==> src/rtl/note_grid_recorder.sv <==
// Samples note codes once per rhythmic slot, packs each measure into a word and stores it in a
// dual-port measure memory with a registered renderer read port. Optional count-in: COUNT_IN_EN.
//
// state    | meaning
// IDLE     | waiting for a record_in rising edge; tempo latched on that edge
// CLEAR    | zeroing one memory address per cycle
// COUNT_IN | one measure of metronome only, nothing sampled (COUNT_IN_EN builds)
// RECORD   | sampling note_in every tps clocks, writing full/partial measures
// DONE     | memory full, waiting for record_in to drop
module note_grid_recorder #(
    parameter int NOTE_W            = 6,
    parameter int SLOTS_PER_MEASURE = 8,
    parameter int SLOTS_PER_BEAT    = 2,
    parameter int MEASURES          = 20,
    parameter int TICK_W            = 26,
    parameter int MET_PULSE         = 200000
) (
    input  logic                                  pixel_clk_in,
    input  logic                                  rst_n_in,
    input  logic                                  record_in,
    input  logic [TICK_W-1:0]                     ticks_per_slot_in,
    input  logic [NOTE_W-1:0]                     note_in,
    input  logic [$clog2(MEASURES)-1:0]           rd_addr_in,
    output logic [NOTE_W*SLOTS_PER_MEASURE-1:0]   rd_data_out,
    output logic                                  metronome_out,
    output logic                                  recording_out,
    output logic                                  done_out,
    output logic [$clog2(MEASURES)-1:0]           measure_idx_out,
    output logic [$clog2(SLOTS_PER_MEASURE)-1:0]  slot_idx_out
);

    localparam int MA     = $clog2(MEASURES);
    localparam int SA     = $clog2(SLOTS_PER_MEASURE);
    localparam int WORD_W = NOTE_W * SLOTS_PER_MEASURE;

`ifdef COUNT_IN_EN
    typedef enum logic [2:0] {S_IDLE, S_CLEAR, S_COUNT_IN, S_RECORD, S_DONE} state_t;
`else
    typedef enum logic [2:0] {S_IDLE, S_CLEAR, S_RECORD, S_DONE} state_t;
`endif

    state_t              state, state_next;
    logic                record_prev;
    logic [TICK_W-1:0]   tps;
    logic [TICK_W-1:0]   tick;
    logic [SA-1:0]       slot;
    logic [MA-1:0]       measure;
    logic [MA-1:0]       clr_addr;
    logic [WORD_W-1:0]   slot_reg;
    logic [WORD_W-1:0]   word_next;
    logic                wr_en;
    logic [MA-1:0]       wr_addr;
    logic [WORD_W-1:0]   wr_data;
    logic                mem_we;
    logic [MA-1:0]       mem_addr;
    logic [WORD_W-1:0]   mem_wdata;
    logic [WORD_W-1:0]   mem [MEASURES];

    logic tick_last, slot_last, meas_last, clr_last, met_on;

    assign tick_last = (tick == tps - TICK_W'(1));
    assign slot_last = (slot == SA'(SLOTS_PER_MEASURE - 1));
    assign meas_last = (measure == MA'(MEASURES - 1));
    assign clr_last  = (clr_addr == MA'(MEASURES - 1));
    // tick never reaches tps, so comparing against MET_PULSE alone gives min(MET_PULSE, tps)
    assign met_on    = ((32'(slot) % SLOTS_PER_BEAT) == 0) && (64'(tick) < 64'(MET_PULSE));

    always_comb begin
        word_next = slot_reg;
        word_next[slot*NOTE_W +: NOTE_W] = note_in;
    end

    always_ff @(posedge pixel_clk_in or negedge rst_n_in) begin
        if (!rst_n_in) state <= S_IDLE;
        else           state <= state_next;
    end

    always_comb begin
        state_next      = state;
        recording_out   = 1'b0;
        done_out        = 1'b0;
        metronome_out   = 1'b0;
        measure_idx_out = measure;
        slot_idx_out    = slot;
        case (state)
            S_IDLE: begin
                if (record_in && !record_prev) state_next = S_CLEAR;
            end
            S_CLEAR: begin
                if (!record_in) state_next = S_IDLE;
`ifdef COUNT_IN_EN
                else if (clr_last) state_next = S_COUNT_IN;
`else
                else if (clr_last) state_next = S_RECORD;
`endif
            end
`ifdef COUNT_IN_EN
            S_COUNT_IN: begin
                metronome_out = met_on;
                if (!record_in) state_next = S_IDLE;
                else if (tick_last && slot_last) state_next = S_RECORD;
            end
`endif
            S_RECORD: begin
                recording_out = 1'b1;
                metronome_out = met_on;
                if (!record_in) state_next = S_IDLE;
                else if (tick_last && slot_last && meas_last) state_next = S_DONE;
            end
            S_DONE: begin
                done_out = 1'b1;
                if (!record_in) state_next = S_IDLE;
            end
            default: state_next = S_IDLE;
        endcase
    end

    always_ff @(posedge pixel_clk_in or negedge rst_n_in) begin
        if (!rst_n_in) begin
            record_prev <= 1'b0;
            tps         <= '0;
            tick        <= '0;
            slot        <= '0;
            measure     <= '0;
            clr_addr    <= '0;
            slot_reg    <= '0;
            wr_en       <= 1'b0;
            wr_addr     <= '0;
            wr_data     <= '0;
        end else begin
            record_prev <= record_in;
            wr_en       <= 1'b0;
            case (state)
                S_IDLE: begin
                    tick     <= '0;
                    slot     <= '0;
                    measure  <= '0;
                    clr_addr <= '0;
                    if (record_in && !record_prev)
                        tps <= (ticks_per_slot_in == '0) ? TICK_W'(1) : ticks_per_slot_in;
                end
                S_CLEAR: begin
                    clr_addr <= clr_addr + MA'(1);
                    if (clr_last) begin
                        tick     <= '0;
                        slot     <= '0;
                        measure  <= '0;
                        slot_reg <= '0;
                    end
                end
`ifdef COUNT_IN_EN
                S_COUNT_IN: begin
                    if (tick_last) begin
                        tick <= '0;
                        slot <= slot_last ? '0 : slot + SA'(1);
                    end else begin
                        tick <= tick + TICK_W'(1);
                    end
                end
`endif
                S_RECORD: begin
                    if (!record_in) begin
                        // partial measure: unsampled slots are still zero in slot_reg
                        if (slot != '0) begin
                            wr_en   <= 1'b1;
                            wr_addr <= measure;
                            wr_data <= slot_reg;
                        end
                    end else if (tick_last) begin
                        tick <= '0;
                        if (slot_last) begin
                            wr_en    <= 1'b1;
                            wr_addr  <= measure;
                            wr_data  <= word_next;
                            slot_reg <= '0;
                            slot     <= '0;
                            if (!meas_last) measure <= measure + MA'(1);
                        end else begin
                            slot_reg <= word_next;
                            slot     <= slot + SA'(1);
                        end
                    end else begin
                        tick <= tick + TICK_W'(1);
                    end
                end
                default: ;
            endcase
        end
    end

    assign mem_we    = wr_en || (state == S_CLEAR && record_in);
    assign mem_addr  = (state == S_CLEAR) ? clr_addr : wr_addr;
    assign mem_wdata = (state == S_CLEAR) ? '0 : wr_data;

    always_ff @(posedge pixel_clk_in) begin
        if (mem_we) mem[mem_addr] <= mem_wdata;
    end

    // read-first: a same-edge write is seen on the following read
    always_ff @(posedge pixel_clk_in or negedge rst_n_in) begin
        if (!rst_n_in)                     rd_data_out <= '0;
        else if (32'(rd_addr_in) < MEASURES) rd_data_out <= mem[rd_addr_in];
        else                               rd_data_out <= '0;
    end

endmodule

==> config.mk <==
export PLATFORM = sky130hd
export DESIGN_NAME = note_grid_recorder
export DESIGN_NICKNAME = d
export VERILOG_FILES = /design/src/rtl/note_grid_recorder.sv
export SDC_FILE = /design/constraint.sdc
export NUM_CORES = 1
export LEC_CHECK = 0
export ABC_AREA = 1
export CAP_MARGIN = 20
export CORE_ASPECT_RATIO = 1.5
export CORE_MARGIN = 4
export CORE_UTILIZATION = 55
export DETAILED_ROUTE_END_ITERATION = 8
export PLACE_DENSITY = 0.74
export SLEW_MARGIN = 20
export SYNTH_ARGS = -nofsm -noshare
export SYNTH_HDL_FRONTEND = slang
export SYNTH_SLANG_ARGS = --single-unit
==> constraint.sdc <==
create_clock -name pixel_clk_in -period 8.6 [get_ports pixel_clk_in]
set_input_delay 0.86 -clock pixel_clk_in [delete_from_list [all_inputs] [get_ports pixel_clk_in]]
set_output_delay 0.86 -clock pixel_clk_in [all_outputs]
set_load 0.05 [all_outputs]
==> results of run 1 <==
==> final cells by class <==
class	count	area [sq um]	share of cell area [%]
Clock buffer	132	2864	5.155
Clock inverter	66	664.4	1.196
Inverter	191	730.7	1.315
Multi-Input combinational cell	2802	13940	25.10
Sequential cell	1178	34280	61.71
Tap cell	1164	1456	2.621
Timing Repair Buffer	179	1615	2.907
==> worst min-delay path by stage <==
stage | to | slack (ns) | depth (start not counted)
after floorplan | wr_addr[2] | 0.43 | 2
after global placement | slot_reg[9] | 0.45 | 2
after detailed placement | wr_addr[0] | 0.45 | 2
after CTS | slot_reg[27] | 0.24 | 1
after global routing | rd_data_out[36] | 0.28 | 1
final | slot_reg[43] | 0.25 | 1
==> critical path: stages, from the launching register on <==
cell	delay (ns)
dfrtp_1	0.65
clkinv_1	0.39
ha_1	0.51
nor2_2	0.33
nand2_1	0.12
clkinv_1	0.08
nand2_1	0.07
nand2_1	0.33
inv_1	0.42
nor2_1	0.93
inv_1	0.20
nor2_1	0.27
nand2_1	0.07
o21ai_0	0.10
o21ai_0	0.11
nand4_1	0.12
nand2_1	0.08
==> power by group through the flow <==
stage | logic [mW] | registers, mW | clock network [mW]
5_1_grt | 2.79 | 6.63 | 5.07
3_5_place_dp | 2.51 | 6.73 | 0
2_1_floorplan | 1.63 | 6.78 | 0
3_3_place_gp | 2.47 | 6.72 | 0
6_report | 2.55 | 6.61 | 4.80
4_1_cts | 2.52 | 6.61 | 4.84
==> cell usage after synthesis, types with 3 or more instances <==
library cell	instances
nand4_1	84
o21ai_0	605
nand3b_1	13
buf_2	17
o221ai_1	80
o22ai_1	165
xnor2_1	16
ha_1	12
inv_1	179
mux2i_1	4
clkinv_1	5
buf_4	3
a41oi_1	48
and3_1	3
o21ai_1	3
nor2_1	694
inv_2	7
a21oi_1	34
o211ai_1	16
nor3_1	30
dfrtp_1	218
clkbuf_1	243
mux2_2	13
nor4_1	9
nand2_2	5
nand2_1	671
buf_6	4
xor2_1	39
nor2_2	6
nand3_1	231
o21bai_1	3
buf_1	25
edfxtp_1	960
or2_2	5
==> metrics by stage <==
stage | utilization (%) | setup WS (ns) | cells
detailed placement | 57.67 | 3.834 | 5514
CTS | 61.59 | 3.765 | 5712
global route | 61.59 | 3.130 | 5712
finish | 61.59 | 3.709 | 5712
global placement | 57.64 | 3.930 | 5512
floorplan | - | 4.402 | 4463
==> cells by family after synthesis <==
| family | after synthesis |
|---|---|
| AND/OR/NAND/NOR | 1756 |
| flip-flops | 1178 |
| AO/OA/AOI/OAI | 961 |
| buffers and inverters | 483 |
| XOR/XNOR | 55 |
| multiplexers | 17 |
| adder cells (fa/ha/maj) | 13 |
==> metal layers <==
| layer | vias to the layer above | GRT usage [%] | wire, microns | part of all wire [%] |
|---|---|---|---|---|
| met2 | 1777 | 47.41 | 67820 | 51 |
| met5 | - | 0 | 0 | 0 |
| met3 | 344 | 4.372 | 10860 | 8.1 |
| met1 | 17400 | 34.64 | 48290 | 36 |
| met4 | 0 | 13.10 | 6696 | 5.0 |
| li1 | 15940 | - | - | - |
==> reports/metrics.yaml, run 1 <==
synth:
  yosys-top-cells-area: "edfxtp_1 58%, dfrtp_1 11%, o21ai_0 6.1%"
  synth_cell_types: 43
  ys_ff_latch: 1178
  synth_top_family_by_area: "simple AND/OR/NAND/NOR gates"
  yosysSeqAreaShare_pct: 68.76
  synth_compound_area_share_pct: 11.20
  syn_avg_cell_area_sq_um: 11.17
  synth_cells: 4463
  synth_area_sq_um: 49860
  synth_edf_count: 960
  synthAdderAreaFrac_pct: 0.3413
  yosysTopAreaCell: "edfxtp_1"
  ys.flop_type: "edfxtp_1"
  synthSimpleGateAreaFrac_pct: 14.60
  async_reset_ff_share_pct: 18.51
  synth-xor-area-share_pct: 0.9662
  synth_nets: 4516
  synth_mux_area_share_pct: 0.3739
  yosys_warnings: 0
  synth_top_area_share_pct: 57.82
power_and_ir_drop:
  leakagePower_nw: 19.37
  netSwitchingPower_mw: 4.196
  pwr-share-clk_pct: 34.4
  vdd_drop_max_mv: 0.2392
  seq_power_share_pct: 47.3
  finalPower_mw: 13.96
  power_density_nw_per_um2: 251.2
  combinationalPowerShare_pct: 18.3
  sw_frac_of_total_pct: 30.07
  internal-power_mw: 9.761
cts:
  cts_tree: "built"
  clockBufferDepth: 3
  root_buffer: "clkbuf_16"
  clock_latency_ns: 0.70
  postCtsSetupBuffers: 0
  clkSlewWorstSetupHoldPaths_ns: 0.07
  cts_sinks: 1178
  cts-htree-levels: 3
  cts_resized: 0
  cts_buffers: 105
  cts_hold_buf: 0
timing:
  fin_crit_ns: 4.891
  finalHoldViolCount: 0
  fmax_mhz: 204.4
  hold_ws_ns: 0.2457
  fin_crit_sh_pct: 56.87
  fin_skew_ns: 0.02094
  maxSlewHeadroom_pct: 26.51
  final-max-slew-violation-count: 0
  setup_tns_ns: 0
  finalSetupViolations: 0
  tightestPinTransition_ns: 1.102
  rsz0062_at_grt: "no"
critical_path:
  crit_fanout: 24
  r2r_end: "wr_data[24]"
  setup.worst_path.end: "wr_data[24]"
  crit_start: "slot_idx_out[0]"
  reg2reg_depth: 16
  arrival_ns: 5.47
  r2r_start: "slot_idx_out[0]"
  endpoint_kind: "flop"
  required_ns: 9.18
  cp-start-kind: "flop"
  crit_type: "reg2reg"
  r2r_slack_ns: 3.71
layout:
  n_antenna_cell: 0
  drive_above_1_share_pct: 7.410
  mostFrequentLayoutCell: "edfxtp_1"
  fin_area_sq_um: 55560
  area_delta_synth_final_pct: 11.43
  largest_reg_flops: 960
  fin_nets: 4510
  layout_common_cells: "960 x edfxtp_1, 669 x nand2_1, 652 x nor2_1"
  num-fill-cells: 6908
  regMostFlops: "mem"
routing:
  vias: 35460
  drt_wl_total_microns: 133700
  wire_per_inst_microns: 23.40
  ant_nets: 0
  routed_via_density: 6.208
  drt_iter0_markers: 3955
  drcViolationCount: 0
  firstDrtPassIters: 9
die:
  start_util_pct: 55.28
  die-area_sq_um: 95630
  ioPinCount: 99
  die_h_microns: 376.8
  rows: 135
  dieWidth_microns: 253.8
  design.core.area_sq_um: 90200
place:
  numPortBuffers: 98
  place_hpwl_microns: 79460
  gp_congestion: 0.9469
  place_area_sq_um: 52020
run_status:
  status: "finished clean"
global_routing:
  grt_pass1_wl_microns: 203500
  grt_remaining_overflow: 0
  grt_pass1_vias: 34540
  grt_usage_pct: 27.70
  grt_max_degree: 175
  antenna_found_initial: 1
min_path:
  holdCritPathClass: "in2async"
flow_run:
  max_cap_viol_count: 0
(Power assumes the default switching activity.)
==> run 2, diff against run 1 <==
Settings changed: PLACE_DENSITY 0.74 to 0.77.
Clock period 8.6 ns to 4.46 ns, I/O delays scaled along.
==> reports/metrics.yaml, run 2 (synthesized netlist as in run 1, its figures left out) <==
run_status:
  status: "finished clean"
routing:
  top_layer: "met4"
  wl_met2_microns: 67060
  firstDrtPassIters: 9
  drt_iter0_markers: 4013
  drt_wl_total_microns: 132400
  met1_length_microns: 47850
  wire_per_inst_microns: 23.08
  drcViolationCount: 0
  ant_nets: 0
  vias: 35700
  routed_via_density: 6.224
  met3_length_microns: 11420
timing:
  fmax_mhz: 267.5
  finalSetupViolations: 0
  final-max-slew-violation-count: 0
  finalHoldViolCount: 0
  tightestPinTransition_ns: 1.088
  fin_crit_ns: 3.738
  fin_skew_ns: 0.02854
  fin_crit_sh_pct: 83.82
  maxSlewHeadroom_pct: 27.22
  hold_ws_ns: 0.3028
  setup_tns_ns: 0
  rsz0062_at_grt: "no"
layout:
  area_delta_synth_final_pct: 11.94
  multi_input_area_sq_um: 13990
  drive_above_1_share_pct: 8.248
  final_cells: 5736
  num-fill-cells: 6892
  mostFrequentLayoutCell: "edfxtp_1"
  layout_common_cells: "960 x edfxtp_1, 668 x nand2_1, 630 x nor2_1"
  largest_reg_flops: 960
  regMostFlops: "mem"
  final_util_pct: 61.88
  fin_nets: 4534
  seqCellArea_sq_um: 34280
cts:
  cts_hold_buf: 1
  root_buffer: "clkbuf_16"
  clkSlewWorstSetupHoldPaths_ns: 0.06
  cts_tree: "built"
  cts_sinks: 1178
  clock_latency_ns: 0.70
  clockBufferDepth: 3
  postCtsSetupBuffers: 0
  cts_resized: 0
  cts-htree-levels: 3
  cts_buffers: 104
global_routing:
  grt_pass1_vias: 34480
  grt_max_degree: 149
  grt_usage_pct: 27.44
  grt_pass1_wl_microns: 202000
  grt_remaining_overflow: 0
  antenna_found_initial: 2
min_path:
  hold_depth: 4
  min-delay-start: "rd_addr_in[3]"
  holdCritPathClass: "in2reg"
  hold_end: "rd_data_out[19]"
critical_path:
  required_ns: 4.83
  crit_type: "reg2reg"
  r2r_slack_ns: 0.72
  r2r_start: "state[1]"
  arrival_ns: 4.11
  reg2reg_depth: 7
  cp-start-kind: "flop"
  endpoint_kind: "flop"
  r2r_end: "mem[9][10]"
  crit_fanout: 36
power_and_ir_drop:
  seq_power_share_pct: 48.0
  combinationalPowerShare_pct: 18.7
  leakagePower_nw: 19.46
  internal-power_mw: 18.58
  vdd_drop_max_mv: 0.4662
  pwr-share-clk_pct: 33.2
  power_density_nw_per_um2: 475.6
  netSwitchingPower_mw: 7.963
  sw_frac_of_total_pct: 30.00
die:
  ioPinCount: 99
  die_h_microns: 376.8
  design.core.area_sq_um: 90200
  die-area_sq_um: 95630
  rows: 135
  start_util_pct: 55.28
  dieWidth_microns: 253.8
place:
  place_inst: 5537
  gp_congestion: 0.8908
  numPortBuffers: 98
  place_hpwl_microns: 77150
flow_run:
  max_cap_viol_count: 0
run 2: cell count changes in the layout (fill, tap and decap cells not counted), sizes merged, moves of 2 or more:
| cell | before | now |
|---|---|---|
| buf | 87 | 111 |
| bufinv | 11 | 4 |
| clkbuf | 132 | 152 |
| clkinv | 49 | 40 |
| clkinvlp | 5 | 1 |
| inv | 192 | 190 |
run 2: area by class of cell:
cell class / instances / area share [%]
antenna: 1 / 0.004484
clock buffer: 152 / 5.338
clock inverter: 44 / 0.6837
inverter: 191 / 1.309
multi-input combinational: 2802 / 25.07
sequential: 1178 / 61.43
tap: 1164 / 2.609
timing repair buffer: 204 / 3.558
run 2: worst max-delay path by stage:
stage | start | cells after the start | end | slack (ns)
detailed placement | slot_idx_out[0] | 15 | wr_data[25] | 0.86
finish | state[1] | 7 | mem[9][10] | 0.72
floorplan | state[1] | 8 | mem[15][0] | 0.43
CTS | slot_idx_out[0] | 15 | wr_data[25] | 0.82
global placement | slot_idx_out[0] | 15 | wr_data[25] | 0.89
global route | slot_idx_out[0] | 15 | wr_data[24] | 0.33
run 2: layer usage:
metal / GRT usage (%) / vias up
met5: 0 / -
met3: 3.972 / 377
li1: - / 15990
met1: 35.04 / 17450
met2: 46.99 / 1888
met4: 11.96 / 0
run 2: power by group through the flow:
stage	Combinational [mW]	Sequential [mW]	Clock [mW]
final	4.98	12.8	8.82
after global routing	5.47	12.8	9.40
after CTS	4.91	12.7	8.91
after detailed placement	4.89	13.0	0
after global placement	4.81	13.0	0
after floorplan	3.13	13.1	0
run 2: metrics by stage:
step	instance area, sq um	power (mW)	setup WS, ns
after global routing	55810	27.66	0.3329
after CTS	55750	26.56	0.8234
final	55810	26.55	0.7218
after floorplan	49860	16.22	0.4286
after global placement	52310	17.77	0.8901
after detailed placement	52380	17.87	0.8575
run 2: worst max-delay path, cell delays in order (launching register included):
cell     delay [ns]
dfrtp_1        0.50
nor2_4         0.53
buf_4          0.61
o21ai_0        0.30
inv_1          0.13
nand3_1        0.40
nor2_4         0.59
buf_12         0.31
